$ cat config.mk
export PLATFORM = sky130hd
export DESIGN_NAME = dmem_arbiter
export DESIGN_NICKNAME = d
export VERILOG_FILES = /design/src/rtl/dmem_arbiter_pkg.sv /design/src/rtl/dmem_arbiter_starve.sv /design/src/rtl/dmem_arbiter.sv
export SDC_FILE = /design/constraint.sdc
export NUM_CORES = 1
export LEC_CHECK = 0
export CAP_MARGIN = 20
export CELL_PAD_IN_SITES_DETAIL_PLACEMENT = 1
export CELL_PAD_IN_SITES_GLOBAL_PLACEMENT = 1
export CORE_ASPECT_RATIO = 1.5
export CORE_MARGIN = 2
export CORE_UTILIZATION = 30
export CTS_CLUSTER_DIAMETER = 150
export DETAILED_ROUTE_END_ITERATION = 8
export GPL_ROUTABILITY_DRIVEN = 0
export PLACE_DENSITY_LB_ADDON = 0.25
export SYNTH_ARGS = -nofsm -noshare
export SYNTH_HDL_FRONTEND = slang
export SYNTH_HIERARCHICAL = 1
export SYNTH_SLANG_ARGS = --single-unit
$ cat constraint.sdc
create_clock -name clk -period 5.95 [get_ports clk]
set_input_delay 0.8925 -clock clk [delete_from_list [all_inputs] [get_ports clk]]
set_output_delay 0.8925 -clock clk [all_outputs]
set_load 0.005 [all_outputs]
$ cat src/rtl/dmem_arbiter_pkg.sv
`default_nettype none
// ============================================================================
// Module   : dmem_arbiter_pkg
// Purpose  : Shared types, defaults and helpers for the data-memory arbiter.
//            Provides the FSM state encoding, the latched memory command
//            layout, default window/starvation parameters and the address
//            window check used on both request ports.
// Revision : 1.0  initial release
// ============================================================================
package dmem_arbiter_pkg;

    // FSM states, 3-bit encoding
    typedef enum logic [2:0] {
        ST_IDLE      = 3'd0,
        ST_CORE_REQ  = 3'd1,
        ST_CORE_RSP  = 3'd2,
        ST_CORE_DONE = 3'd3,
        ST_EXT_REQ   = 3'd4,
        ST_EXT_RSP   = 3'd5,
        ST_EXT_ERR   = 3'd6
    } arb_state_t;

    // Command captured from the winning requester and driven onto mem_*
    typedef struct packed {
        logic        we;
        logic [31:0] addr;
        logic [31:0] wdata;
        logic [3:0]  be;
    } mem_cmd_t;

    localparam logic [31:0] c_default_addr_base    = 32'h0000_0000;
    localparam logic [31:0] c_default_addr_size    = 32'h0001_0000;
    localparam int          c_default_starve_limit = 4;

    // Unsigned offset compare: an address below the base wraps to a huge
    // offset and therefore lands out of range, as does base+size and above.
    function automatic logic addr_in_range(
        input logic [31:0] addr,
        input logic [31:0] base,
        input logic [31:0] size
    );
        logic [31:0] offset;
        offset = addr - base;
        return (offset < size);
    endfunction

endpackage
`default_nettype wire

$ cat src/rtl/dmem_arbiter_starve.sv
`default_nettype none
// ============================================================================
// Module   : dmem_arbiter_starve
// Purpose  : Saturating starvation counter and core/ext priority decision.
//            The core normally wins a simultaneous request; every core win
//            while the external port waits bumps the counter, and once it
//            reaches STARVE_LIMIT the external port wins the next decision.
// Ports    : clk, reset (async, active-low)
//            core_req  - core request pending
//            ext_req   - external request pending
//            idle      - arbiter is in IDLE and will decide this cycle
//            ext_wins  - external port is selected this cycle
// Revision : 1.0  initial release
// ============================================================================
module dmem_arbiter_starve #(
    parameter int STARVE_LIMIT = 4
) (
    input  logic clk,
    input  logic reset,
    input  logic core_req,
    input  logic ext_req,
    input  logic idle,
    output logic ext_wins
);

    localparam int c_cnt_w = (STARVE_LIMIT < 1) ? 1 : $clog2(STARVE_LIMIT + 1);
    localparam logic [c_cnt_w-1:0] c_limit = c_cnt_w'(STARVE_LIMIT);

    logic [c_cnt_w-1:0] r_cnt;
    logic               w_starved;

    assign w_starved = (r_cnt >= c_limit);

    // External wins when it is alone, or when the core has starved it.
    assign ext_wins = idle & ext_req & (~core_req | w_starved);

    always_ff @(posedge clk or negedge reset) begin
        if (!reset) begin
            r_cnt <= '0;
        end else if (idle) begin
            if (ext_wins || !ext_req) begin
                r_cnt <= '0;
            end else if (core_req && !w_starved) begin
                // core won against a waiting external request
                r_cnt <= r_cnt + 1'b1;
            end
        end
    end

endmodule
`default_nettype wire

$ cat src/rtl/dmem_arbiter.sv
`default_nettype none
// ============================================================================
// Module   : dmem_arbiter
// Purpose  : Shares one single-port data memory bus between the core
//            load/store port and an external (DMA/debug) master. Every access
//            runs through the memory req/gnt/rvalid handshake with at most
//            one transaction outstanding. The core is stalled until its
//            access completes; out-of-window addresses fault without touching
//            memory.
// Ports    : clk, reset (async, active-low)
//            Core : req_mem, wmem_o, addr_o, data_o, wmask -> data_stall,
//                   data_i, data_err
//            Ext  : ext_req, ext_we, ext_addr, ext_wdata, ext_be -> ext_gnt,
//                   ext_rvalid, ext_rdata, ext_err
//            Mem  : mem_req, mem_we, mem_addr, mem_wdata, mem_be <- mem_gnt,
//                   mem_rvalid, mem_rdata, mem_err
// Revision : 1.0  initial release
// ============================================================================
module dmem_arbiter
    import dmem_arbiter_pkg::*;
#(
    parameter logic [31:0] ADDR_BASE    = c_default_addr_base,
    parameter logic [31:0] ADDR_SIZE    = c_default_addr_size,
    parameter int          STARVE_LIMIT = c_default_starve_limit
) (
    input  logic        clk,
    input  logic        reset,
    // core port
    input  logic        req_mem,
    input  logic        wmem_o,
    input  logic [31:0] addr_o,
    input  logic [31:0] data_o,
    input  logic [3:0]  wmask,
    output logic        data_stall,
    output logic [31:0] data_i,
    output logic        data_err,
    // external master port
    input  logic        ext_req,
    input  logic        ext_we,
    input  logic [31:0] ext_addr,
    input  logic [31:0] ext_wdata,
    input  logic [3:0]  ext_be,
    output logic        ext_gnt,
    output logic        ext_rvalid,
    output logic [31:0] ext_rdata,
    output logic        ext_err,
    // memory port
    output logic        mem_req,
    output logic        mem_we,
    output logic [31:0] mem_addr,
    output logic [31:0] mem_wdata,
    output logic [3:0]  mem_be,
    input  logic        mem_gnt,
    input  logic        mem_rvalid,
    input  logic [31:0] mem_rdata,
    input  logic        mem_err
);

    arb_state_t  r_state;
    mem_cmd_t    r_cmd;
    logic [31:0] r_data_i;
    logic        r_err;

    logic        w_idle;
    logic        w_ext_win;
    logic        w_core_ok;
    logic        w_ext_ok;

    assign w_idle    = (r_state == ST_IDLE);
    assign w_core_ok = addr_in_range(addr_o, ADDR_BASE, ADDR_SIZE);
    assign w_ext_ok  = addr_in_range(ext_addr, ADDR_BASE, ADDR_SIZE);

    dmem_arbiter_starve #(
        .STARVE_LIMIT (STARVE_LIMIT)
    ) u_starve (
        .clk      (clk),
        .reset    (reset),
        .core_req (req_mem),
        .ext_req  (ext_req),
        .idle     (w_idle),
        .ext_wins (w_ext_win)
    );

    // ------------------------------------------------------------------
    // FSM + datapath. Request fields are sampled only on leaving IDLE.
    // ------------------------------------------------------------------
    always_ff @(posedge clk or negedge reset) begin
        if (!reset) begin
            r_state  <= ST_IDLE;
            r_cmd    <= '0;
            r_data_i <= '0;
            r_err    <= 1'b0;
        end else begin
            case (r_state)
                ST_IDLE: begin
                    if (w_ext_win) begin
                        r_cmd <= '{we: ext_we, addr: ext_addr, wdata: ext_wdata, be: ext_be};
                        r_state <= w_ext_ok ? ST_EXT_REQ : ST_EXT_ERR;
                    end else if (req_mem) begin
                        r_cmd <= '{we: wmem_o, addr: addr_o, wdata: data_o, be: wmask};
                        if (w_core_ok) begin
                            r_err   <= 1'b0;
                            r_state <= ST_CORE_REQ;
                        end else begin
                            // fault without a memory access
                            r_err   <= 1'b1;
                            r_state <= ST_CORE_DONE;
                        end
                    end
                end
                ST_CORE_REQ: begin
                    if (mem_gnt) begin
                        r_state <= ST_CORE_RSP;
                    end
                end
                ST_CORE_RSP: begin
                    if (mem_rvalid) begin
                        r_err <= mem_err;
                        if (!r_cmd.we) begin
                            r_data_i <= mem_rdata;
                        end
                        r_state <= ST_CORE_DONE;
                    end
                end
                ST_CORE_DONE: begin
                    r_state <= ST_IDLE;
                end
                ST_EXT_REQ: begin
                    if (mem_gnt) begin
                        r_state <= ST_EXT_RSP;
                    end
                end
                ST_EXT_RSP: begin
                    if (mem_rvalid) begin
                        r_state <= ST_IDLE;
                    end
                end
                ST_EXT_ERR: begin
                    r_state <= ST_IDLE;
                end
                default: begin
                    r_state <= ST_IDLE;
                end
            endcase
        end
    end

    // ------------------------------------------------------------------
    // Outputs decoded from the state register
    // ------------------------------------------------------------------
    assign mem_req   = (r_state == ST_CORE_REQ) || (r_state == ST_EXT_REQ);
    assign mem_we    = r_cmd.we;
    assign mem_addr  = r_cmd.addr;
    assign mem_wdata = r_cmd.wdata;
    assign mem_be    = r_cmd.be;

    // Stall follows req_mem directly so the core sees it in the request cycle.
    assign data_stall = req_mem & (r_state != ST_CORE_DONE);
    assign data_err   = (r_state == ST_CORE_DONE) & r_err;
    assign data_i     = r_data_i;

    // ext_gnt is combinational so the master can drop ext_req before the
    // arbiter returns to IDLE and would otherwise sample it again.
    assign ext_gnt = ((r_state == ST_EXT_REQ) & mem_gnt) | (w_ext_win & ~w_ext_ok);

    always_comb begin
        ext_rvalid = 1'b0;
        ext_rdata  = '0;
        ext_err    = 1'b0;
        case (r_state)
            ST_EXT_RSP: begin
                ext_rvalid = mem_rvalid;
                ext_rdata  = mem_rdata;
                ext_err    = mem_err;
            end
            ST_EXT_ERR: begin
                ext_rvalid = 1'b1;
                ext_err    = 1'b1;
            end
            default: begin
                ext_rvalid = 1'b0;
            end
        endcase
    end

endmodule
`default_nettype wire
==> results of run 1 <==
-- kinds of logic after synthesis --
kind of cell | count (synthesis) | synth area share, %
DFF | 108 | 50.7
AOI/OAI and AO/OA | 86 | 8.87
adders and majority gates | 1 | 0.235
muxes | 104 | 22.4
xor gates and xnor gates | 1 | 0.164
and+or+nand+nor | 132 | 12.5
buffers and inverters | 41 | 5.19
-- worst max-delay path by stage --
| stage | to | cells after the start | slack, ps | startpoint |
|---|---|---|---|---|
| 2_1_floorplan | ext_gnt | 5 | 3320 | ext_req |
| 3_3_place_gp | ext_gnt | 4 | 2230 | req_mem |
| 3_5_place_dp | mem_addr[25] | 6 | 2100 | req_mem |
| 4_1_cts | ext_rvalid | 4 | 2150 | r_state[0] |
| 5_1_grt | ext_gnt | 5 | 2060 | r_state[0] |
| 6_report | ext_gnt | 4 | 2190 | req_mem |
-- state kept, by name, summed over array words and instances (netlist names) --
register and count:
data_i 32, r_state 3, r_err 1, mem_be 4
u_starve/r_cnt 3, mem_addr 32, mem_wdata 32, mem_we 1
-- layout by cell type, fill, tap and decap left out, types with 2 or more instances in the layout --
cell | synthesis | final
mux2_4 | 30 | 30
nor2_1 | 75 | 75
o22ai_1 | 2 | 2
nor4_1 | 8 | 8
inv_1 | 4 | 4
nand2b_1 | 2 | 2
nand2_1 | 4 | 4
clkdlybuf4s50_1 | 0 | 314
nand4_1 | 2 | 2
dfrtp_1 | 108 | 108
and3_1 | 33 | 33
a21boi_0 | 3 | 3
mux2_2 | 2 | 2
a21oi_1 | 70 | 69
clkbuf_16 | 0 | 9
mux2i_1 | 72 | 72
clkinvlp_4 | 0 | 2
buf_4 | 2 | 5
clkbuf_8 | 0 | 2
-- final cells by class --
class / instances / area [um2] / area share, %
inverters: 4 / 15.0 / 0.170
repair buffers: 320 / 3200 / 36.1
flip-flops and latches: 108 / 2700 / 30.6
clock buffers: 12 / 256 / 2.90
multi-input cells: 324 / 2370 / 26.9
clock inverters: 4 / 32.5 / 0.368
well taps: 213 / 267 / 3.01
-- power by group --
group	total (mW)	internal [mW]	switching (mW)
sequential	1.34	1.10	0.238
combinational	1.88	1.12	0.756
clock	0.579	0.310	0.270
total	3.79	2.53	1.26
-- layer usage --
| metal | track usage, % | wire length [um] | up-vias |
|---|---|---|---|
| li1 | - | - | 2250 |
| met1 | 20.2 | 6400 | 2341 |
| met2 | 36.5 | 9990 | 210 |
| met3 | 6.15 | 1680 | 15 |
| met4 | 4.61 | 265 | 0 |
| met5 | 0 | 0 | - |
-- per-stage QoR --
stage          std cells  total power [mW]  hold slack, ps  cell area, um2
2_1_floorplan        473              2.17             457            5330
3_3_place_gp         968              3.15             465            8540
3_5_place_dp         968              3.24             487            8540
4_1_cts              984              3.85             502            8830
5_1_grt              985              4.06             531            8840
6_report             985              3.79             499            8840
-- critical path, cell delays in order --
cell and delay (ps):
clkdlybuf4s50_1 590, a21oi_4 640, a32o_1 220, clkdlybuf4s50_1 530
==> run_results.csv, run 1 <==
group,metric,value,unit
sta,setup-violations-final,0,
cts,cts.htree.levels,3,
logic_synthesis,synth_edf_count,0,
worst_setup_path,path_class,"in2out",
floorplan,die_y,167,um
worst_setup_path,arrival,2870,ps
sta,tightestPinTransition,991,ps
logic_synthesis,postSynthCellCount,473,
global_routing,grt_max_degree,79,
sta,finalHoldViolCount,0,
worst_setup_path,timing.rr.start,"r_state[1]",
placement,pre_cts_slack,2100,ps
worst_setup_path,setup.worst_path.end_class,"primary output",
worst_setup_path,r2r_slack,2460,ps
run_status,status,"complete, but fails checks",
finish,postLayoutCoreUtil,50.8,%
worst_setup_path,worst-path-max-fanout,18,
min_path,worstHoldStart,"r_err",
min_path,min_path_type,"reg2reg",
floorplan,core_area,17400,um2
floorplan,num_rows,59,
floorplan,initial_core_util,30.6,%
sta,period_share,63.3,%
finish,area_growth,65.8,%
sta,grt_setup_unrepaired,"false",
logic_synthesis,ys_seq_area_share,50.7,%
floorplan,die-area,18900,um2
global_routing,antenna_found_initial,0,
placement,portBuffers,315,
finish,nets,945,
floorplan,die_w,113,um
global_routing,grtUsageTotal,19.2,%
global_routing,grt_pass1_vias,5405,
cts,clkLatencyLatePin,340,ps
cts,clkTransAtPathRegs,70,ps
logic_synthesis,ys_top_cells_by_count,"dfrtp_1 (108), nor2_1 (75), mux2i_1 (72), a21oi_1 (70), and3_1 (33)",
worst_setup_path,rr_worst_depth,7,
detailed_routing,route.detailed.drc,24,
worst_setup_path,r2r_end,"mem_addr[22]",
sta,fin_crit,3760,ps
detailed_routing,drtIter0Drc,112,
sta,setup_ws,2190,ps
logic_synthesis,ys_top_cells_by_area,"dfrtp_1 (51%), mux2i_1 (14%), mux2_4 (8.4%)",
detailed_routing,ant_nets,0,
logic_synthesis,ys.flop_type,"dfrtp_1",
pwr,vdd_drop_max,0.157,mV
logic_synthesis,yosysWarnings,6,
logic_synthesis,syn_avg_cell_area,11.3,um2
logic_synthesis,synth_top_area_share,50.7,%
sta,fmax,266,MHz
logic_synthesis,synth_fp_nets,651,
worst_setup_path,cp-start-kind,"input pin",
global_routing,grt_overflow,0,
floorplan,ios,316,
cts,cts_tree,"yes",
detailed_routing,vias_per_cell,4.89,
cts,clock-root-buffer,"clkbuf_16",
logic_synthesis,synth_top_area_cell,"dfrtp_1",
cts,cts_made_buffers,9,
finish,drive_gt1_share,8.03,%
min_path,worst_hold_path.endpoint,"r_err",
pwr,power_density,429,nW/um2
cts,cts.sinks,108,
detailed_routing,dr.pass1.iters,6,
logic_synthesis,synth-seq-cells,108,
detailed_routing,wl_per_cell,18.6,um
logic_synthesis,synth_cell_type_count,38,
cts,cts-hold-fix-buffers,0,
cts,cts_resized,0,
pwr,p_leak,3.54,nW
placement,dp_hpwl,14.5,mm
logic_synthesis,synth.most_common_cell,"dfrtp_1",
cts,clk_path_buf_depth,2,
finish,diodes,0,
finish,n_fill_cell,1935,
sta,report.final.slew_viol_count,0,
detailed_routing,vias,4816,
logic_synthesis,synthesis.area,5330,um2
global_routing,grt_pass1_wl,28.7,mm
detailed_routing,wirelength,18.3,mm
cts,cts_setup_buffers,0,
run,max_cap_violations,0,
min_path,hold_path_depth,2,
worst_setup_path,required,5060,ps
run_status,violations,"DRC",
sta,slew_headroom,33.9,%
logic_synthesis,ys_async_sr_fraction,100,%
sta,skew,10.0,ps
sta,finalSetupTns,0,ps
No activity file was read; power rests on OpenSTA's default activity.
==> run 2, diff against run 1 <==
Settings changed: CORE_UTILIZATION 30 to 28.
Clock period 5.95 ns to 3.6 ns, I/O delays scaled along.
==> run_results.csv, run 2 (synthesized netlist as in run 1, its figures left out) <==
group,metric,value,unit
worst_setup_path,max_stage_delay,500,ps
finish,mostFrequentLayoutCells,"clkdlybuf4s50_1 (314), dfrtp_1 (108), nor2_1 (75), mux2i_1 (72), a21oi_1 (69)",
cts,clkTransAtPathRegs,70,ps
worst_setup_path,required,3060,ps
worst_setup_path,r2r_end,"mem_wdata[16]",
detailed_routing,route.detailed.drc,0,
sta,fin_crit,2990,ps
floorplan,die_y,173,um
finish,fin_cells,1027,
sta,period_share,83.2,%
global_routing,grt_overflow,0,
worst_setup_path,rr_worst_depth,8,
sta,setup-violations-final,0,
sta,skew,7.09,ps
cts,clk_path_buf_depth,2,
global_routing,gr-usage-met1,19.6,%
cts,clkLatencyLatePin,350,ps
finish,multi_input_area,2370,um2
sta,slew_headroom,48.5,%
worst_setup_path,arrival,2450,ps
global_routing,grt_pass1_wl,29.0,mm
finish,n_fill_cell,2102,
run_status,status,"complete, no violations",
floorplan,core_area,18600,um2
floorplan,die_w,117,um
global_routing,grt_use_met2,34.1,%
worst_setup_path,setup.worst_path.end_class,"primary output",
sta,finalHoldViolCount,0,
pwr,power_density,707,nW/um2
worst_setup_path,worstPathCellList,"clkdlybuf4s50_1 > nor4_1 > nand4_1 > a32o_1 > clkdlybuf4s50_1",
global_routing,met3_usage,6.03,%
detailed_routing,vias_per_cell,4.70,
global_routing,busiest_layer,"met2",
placement,place_area,8650,um2
cts,cts-hold-fix-buffers,0,
cts,cts.htree.levels,3,
global_routing,grtUsageTotal,18.5,%
cts,cts_setup_buffers,0,
detailed_routing,wl_per_cell,18.2,um
floorplan,ios,316,
cts,cts_tree,"yes",
floorplan,die-area,20200,um2
finish,nets,949,
run,max_cap_violations,0,
cts,cts_resized,0,
floorplan,num_rows,61,
placement,portBuffers,315,
floorplan,initial_core_util,28.6,%
cts,clock-root-buffer,"clkbuf_16",
sta,report.final.slew_viol_count,0,
worst_setup_path,cp-start-kind,"input pin",
detailed_routing,vias,4830,
detailed_routing,wirelength,18.7,mm
worst_setup_path,timing.rr.start,"r_state[0]",
global_routing,grt_pass1_vias,5376,
sta,fmax,334,MHz
placement,placed_cells,1012,
detailed_routing,ant_nets,0,
detailed_routing,drtIter0Drc,142,
pwr,p_leak,3.56,nW
sta,grt_setup_unrepaired,"false",
worst_setup_path,cpMaxStageDelayCell,"nor4_1",
cts,cts_made_buffers,9,
placement,dp_hpwl,14.8,mm
finish,area_growth,67.7,%
worst_setup_path,r2r_slack,840,ps
finish,design_area,8940,um2
finish,diodes,0,
finish,seq_area,2700,um2
worst_setup_path,worst-path-max-fanout,2,
min_path,min_path_type,"in2async",
global_routing,grt_max_degree,69,
worst_setup_path,path_class,"in2out",
worst_setup_path,critPathMostFrequentCell,"clkdlybuf4s50_1",
detailed_routing,dr.pass1.iters,4,
sta,finalSetupTns,0,ps
sta,tightestPinTransition,772,ps
placement,pre_cts_slack,555,ps
finish,final_common_cell,"clkdlybuf4s50_1",
finish,drive_gt1_share,8.39,%
pwr,vdd_drop_max,0.250,mV
cts,cts.sinks,108,
sta,setup_ws,606,ps
global_routing,antenna_found_initial,0,
## run 2: how the worst max path moves through the flow
stage	cells past startpoint	slack [ps]	endpoint	from
final	5	610	ext_gnt	ext_addr[28]
after global routing	5	470	ext_err	r_state[0]
after CTS	5	550	ext_gnt	ext_addr[31]
after detailed placement	5	560	ext_gnt	ext_addr[31]
after global placement	5	600	ext_gnt	ext_addr[31]
after floorplan	7	1430	ext_gnt	r_state[2]
## run 2: stage by stage
step | utilization (%) | hold slack, ps | power, mW
2_1_floorplan | - | 244 | 3.59
3_3_place_gp | 46.5 | 465 | 5.25
3_5_place_dp | 46.5 | 497 | 5.40
4_1_cts | 48.0 | 219 | 6.43
5_1_grt | 48.0 | 245 | 6.79
6_report | 48.0 | 200 | 6.32
## run 2: critical path, delay by kind of cell
| kind | cells | cell delay [ps] |
|---|---|---|
| buf+inv | 2 | 910 |
| simple gates | 2 | 730 |
| compound gates | 1 | 270 |
## run 2: layout make-up
cell class | instances | area share [%]
Timing Repair Buffer | 324 | 36.3
Inverter | 4 | 0.168
Sequential cell | 108 | 30.2
Clock inverter | 5 | 0.700
Multi-Input combinational cell | 324 | 26.6
Clock buffer | 10 | 2.56
Tap cell | 252 | 3.53
## run 2: routing by layer
layer  share of wire [%]  vias to the layer above
met5                   0                        -
met1                  36                     2328
li1                    -                     2262
met3                 9.1                       17
met4                 1.4                        0
met2                  53                      223
## run 2: power breakdown
part | internal (mW) | switching, mW | leakage, nW | total [mW]
sequential | 1.81 | 0.379 | 1.23 | 2.19
clock | 0.540 | 0.458 | 0.135 | 0.999
combinational | 1.87 | 1.26 | 2.20 | 3.13
==> run 3, diff against run 2 <==
Clock period 3.6 ns to 3.05 ns, I/O delays scaled along.
==> run_results.csv, run 3 (synthesized netlist as in run 1, its figures left out) <==
group,metric,value,unit
cts,clkTransAtPathRegs,70,ps
pwr,p_sw,2.48,mW
cts,cts.htree.levels,3,
placement,dp_hpwl,15.0,mm
pwr,p_leak,3.59,nW
sta,finalHoldViolCount,0,
worst_setup_path,cpMaxStageDelayCell,"dfrtp_1",
detailed_routing,route.detailed.drc,0,
finish,diodes,0,
worst_setup_path,max_stage_delay,680,ps
pwr,clockPowerShare,15.3,%
sta,setup-violations-final,0,
cts,clkLatencyLatePin,350,ps
cts,cts.sinks,108,
floorplan,core_area,18600,um2
sta,period_share,94.2,%
detailed_routing,drtIter0Drc,96,
cts,cts_tree,"yes",
worst_setup_path,cp-start-kind,"register",
pwr,power_density,830,nW/um2
finish,mostFrequentLayoutCells,"clkdlybuf4s50_1 (314), dfrtp_1 (108), nor2_1 (75), mux2i_1 (72), a21oi_1 (69)",
cts,cts-hold-fix-buffers,0,
floorplan,num_rows,61,
global_routing,grt_max_degree,85,
floorplan,die_w,117,um
worst_setup_path,setup.worst_path.end_class,"primary output",
detailed_routing,vias,4862,
floorplan,die_y,173,um
sta,report.final.slew_viol_count,0,
pwr,p_seq_share,34.6,%
pwr,sw_frac_of_total,33.2,%
worst_setup_path,arrival,2410,ps
detailed_routing,wirelength,18.7,mm
sta,fmax,348,MHz
run_status,status,"complete, no violations",
min_path,min_path_type,"in2async",
sta,tightestPinTransition,702,ps
global_routing,antenna_found_initial,0,
floorplan,initial_core_util,28.6,%
cts,cts_made_buffers,9,
sta,finalSetupTns,0,ps
global_routing,grt_pass1_vias,5411,
finish,drive_gt1_share,8.86,%
run,max_cap_violations,0,
cts,clock-root-buffer,"clkbuf_16",
pwr,power.internal,4.98,mW
sta,finalHoldWorstSlack,135,ps
worst_setup_path,worstPathCellList,"nor2b_2 > buf_4 > and3_1 > clkdlybuf4s50_1",
detailed_routing,ant_nets,0,
finish,postLayoutCoreUtil,48.3,%
sta,skew,10.1,ps
placement,portBuffers,315,
finish,area_growth,68.7,%
sta,fin_crit,2870,ps
detailed_routing,vias_per_cell,4.72,
global_routing,grt_pass1_wl,29.0,mm
worst_setup_path,required,2590,ps
floorplan,ios,316,
cts,clk_path_buf_depth,2,
sta,grt_setup_unrepaired,"false",
detailed_routing,dr.pass1.iters,4,
worst_setup_path,worst-path-max-fanout,32,
finish,nets,952,
detailed_routing,wl_per_cell,18.1,um
finish,final_common_cell,"clkdlybuf4s50_1",
floorplan,die-area,20200,um2
worst_setup_path,path_class,"reg2out",
global_routing,grt_overflow,0,
global_routing,grtUsageTotal,18.5,%
sta,slew_headroom,53.2,%
pwr,combPwrFrac,50.1,%
pwr,vdd_drop_max,0.311,mV
-- run 3: changes by cell type in the layout (fill, tap and decap cells not counted), sizes merged --
cell      before  now
buf           10   13
bufinv         1    0
clkbuf        10   12
clkinv         1    3
clkinvlp       2    1
inv            5    4
-- run 3: through the flow --
step                      power [mW]  instance area [um2]  instances  setup WS (ps)
after global placement          6.23                 8700       1015            163
after detailed placement        6.39                 8700       1015            207
final                           7.47                 8990       1031            178
after global routing            7.99                 8990       1031           27.0
after CTS                       7.59                 8990       1031           89.1
after floorplan                 4.24                 5330        473            958
-- run 3: final cells by class --
class                           instances  area, um2
Fill cell                            2084       9630
Timing Repair Buffer                  327       3290
Sequential cell                       108       2700
Multi-Input combinational cell        324       2380
Tap cell                              252        315
Clock buffer                           12        256
Clock inverter                          4       33.8
Inverter                                4       15.0
-- run 3: timing repair --
item | 4_1_cts | 5_1_grt
resized for setup | 0 | 1
setup buffers | 0 | 0
setup endpoints to repair | 0 | 1
-- run 3: metal layers --
metal / routed length (um) / GRT usage [%] / vias to the layer above
met5: 0 / 0 / -
met4: 371 / 6.18 / 0
met3: 1610 / 5.08 / 23
met2: 10100 / 34.8 / 222
met1: 6580 / 19.1 / 2357
li1: - / - / 2260
-- run 3: final timing paths --
| check | start | to | slack, ps | cells past startpoint |
|---|---|---|---|---|
| max in group asynchronous | reset | mem_addr[1] | 2140 | 2 |
| max reg2reg | r_state[0] | mem_wdata[24] | 490 | 8 |
| min reg2reg | r_err | r_err | 500 | 2 |
| min in group clk | r_err | r_err | 500 | 2 |
| min | reset | mem_addr[15] | 130 | 1 |
| max | r_state[0] | ext_rdata[25] | 180 | 4 |
-- run 3: power groups by stage --
stage / Clock, mW / Combinational, mW / Sequential, mW
4_1_cts: 1.19 / 3.81 / 2.59
2_1_floorplan: 0 / 1.65 / 2.59
6_report: 1.14 / 3.74 / 2.58
3_5_place_dp: 0 / 3.79 / 2.60
3_3_place_gp: 0 / 3.68 / 2.55
5_1_grt: 1.24 / 4.07 / 2.68
-- run 3: worst max-delay path, delay by kind of cell (launching register included) --
kind	cells	cell delay (ps)
buffers and inverters	2	830
flip-flops	1	680
AND/OR/NAND/NOR	2	540
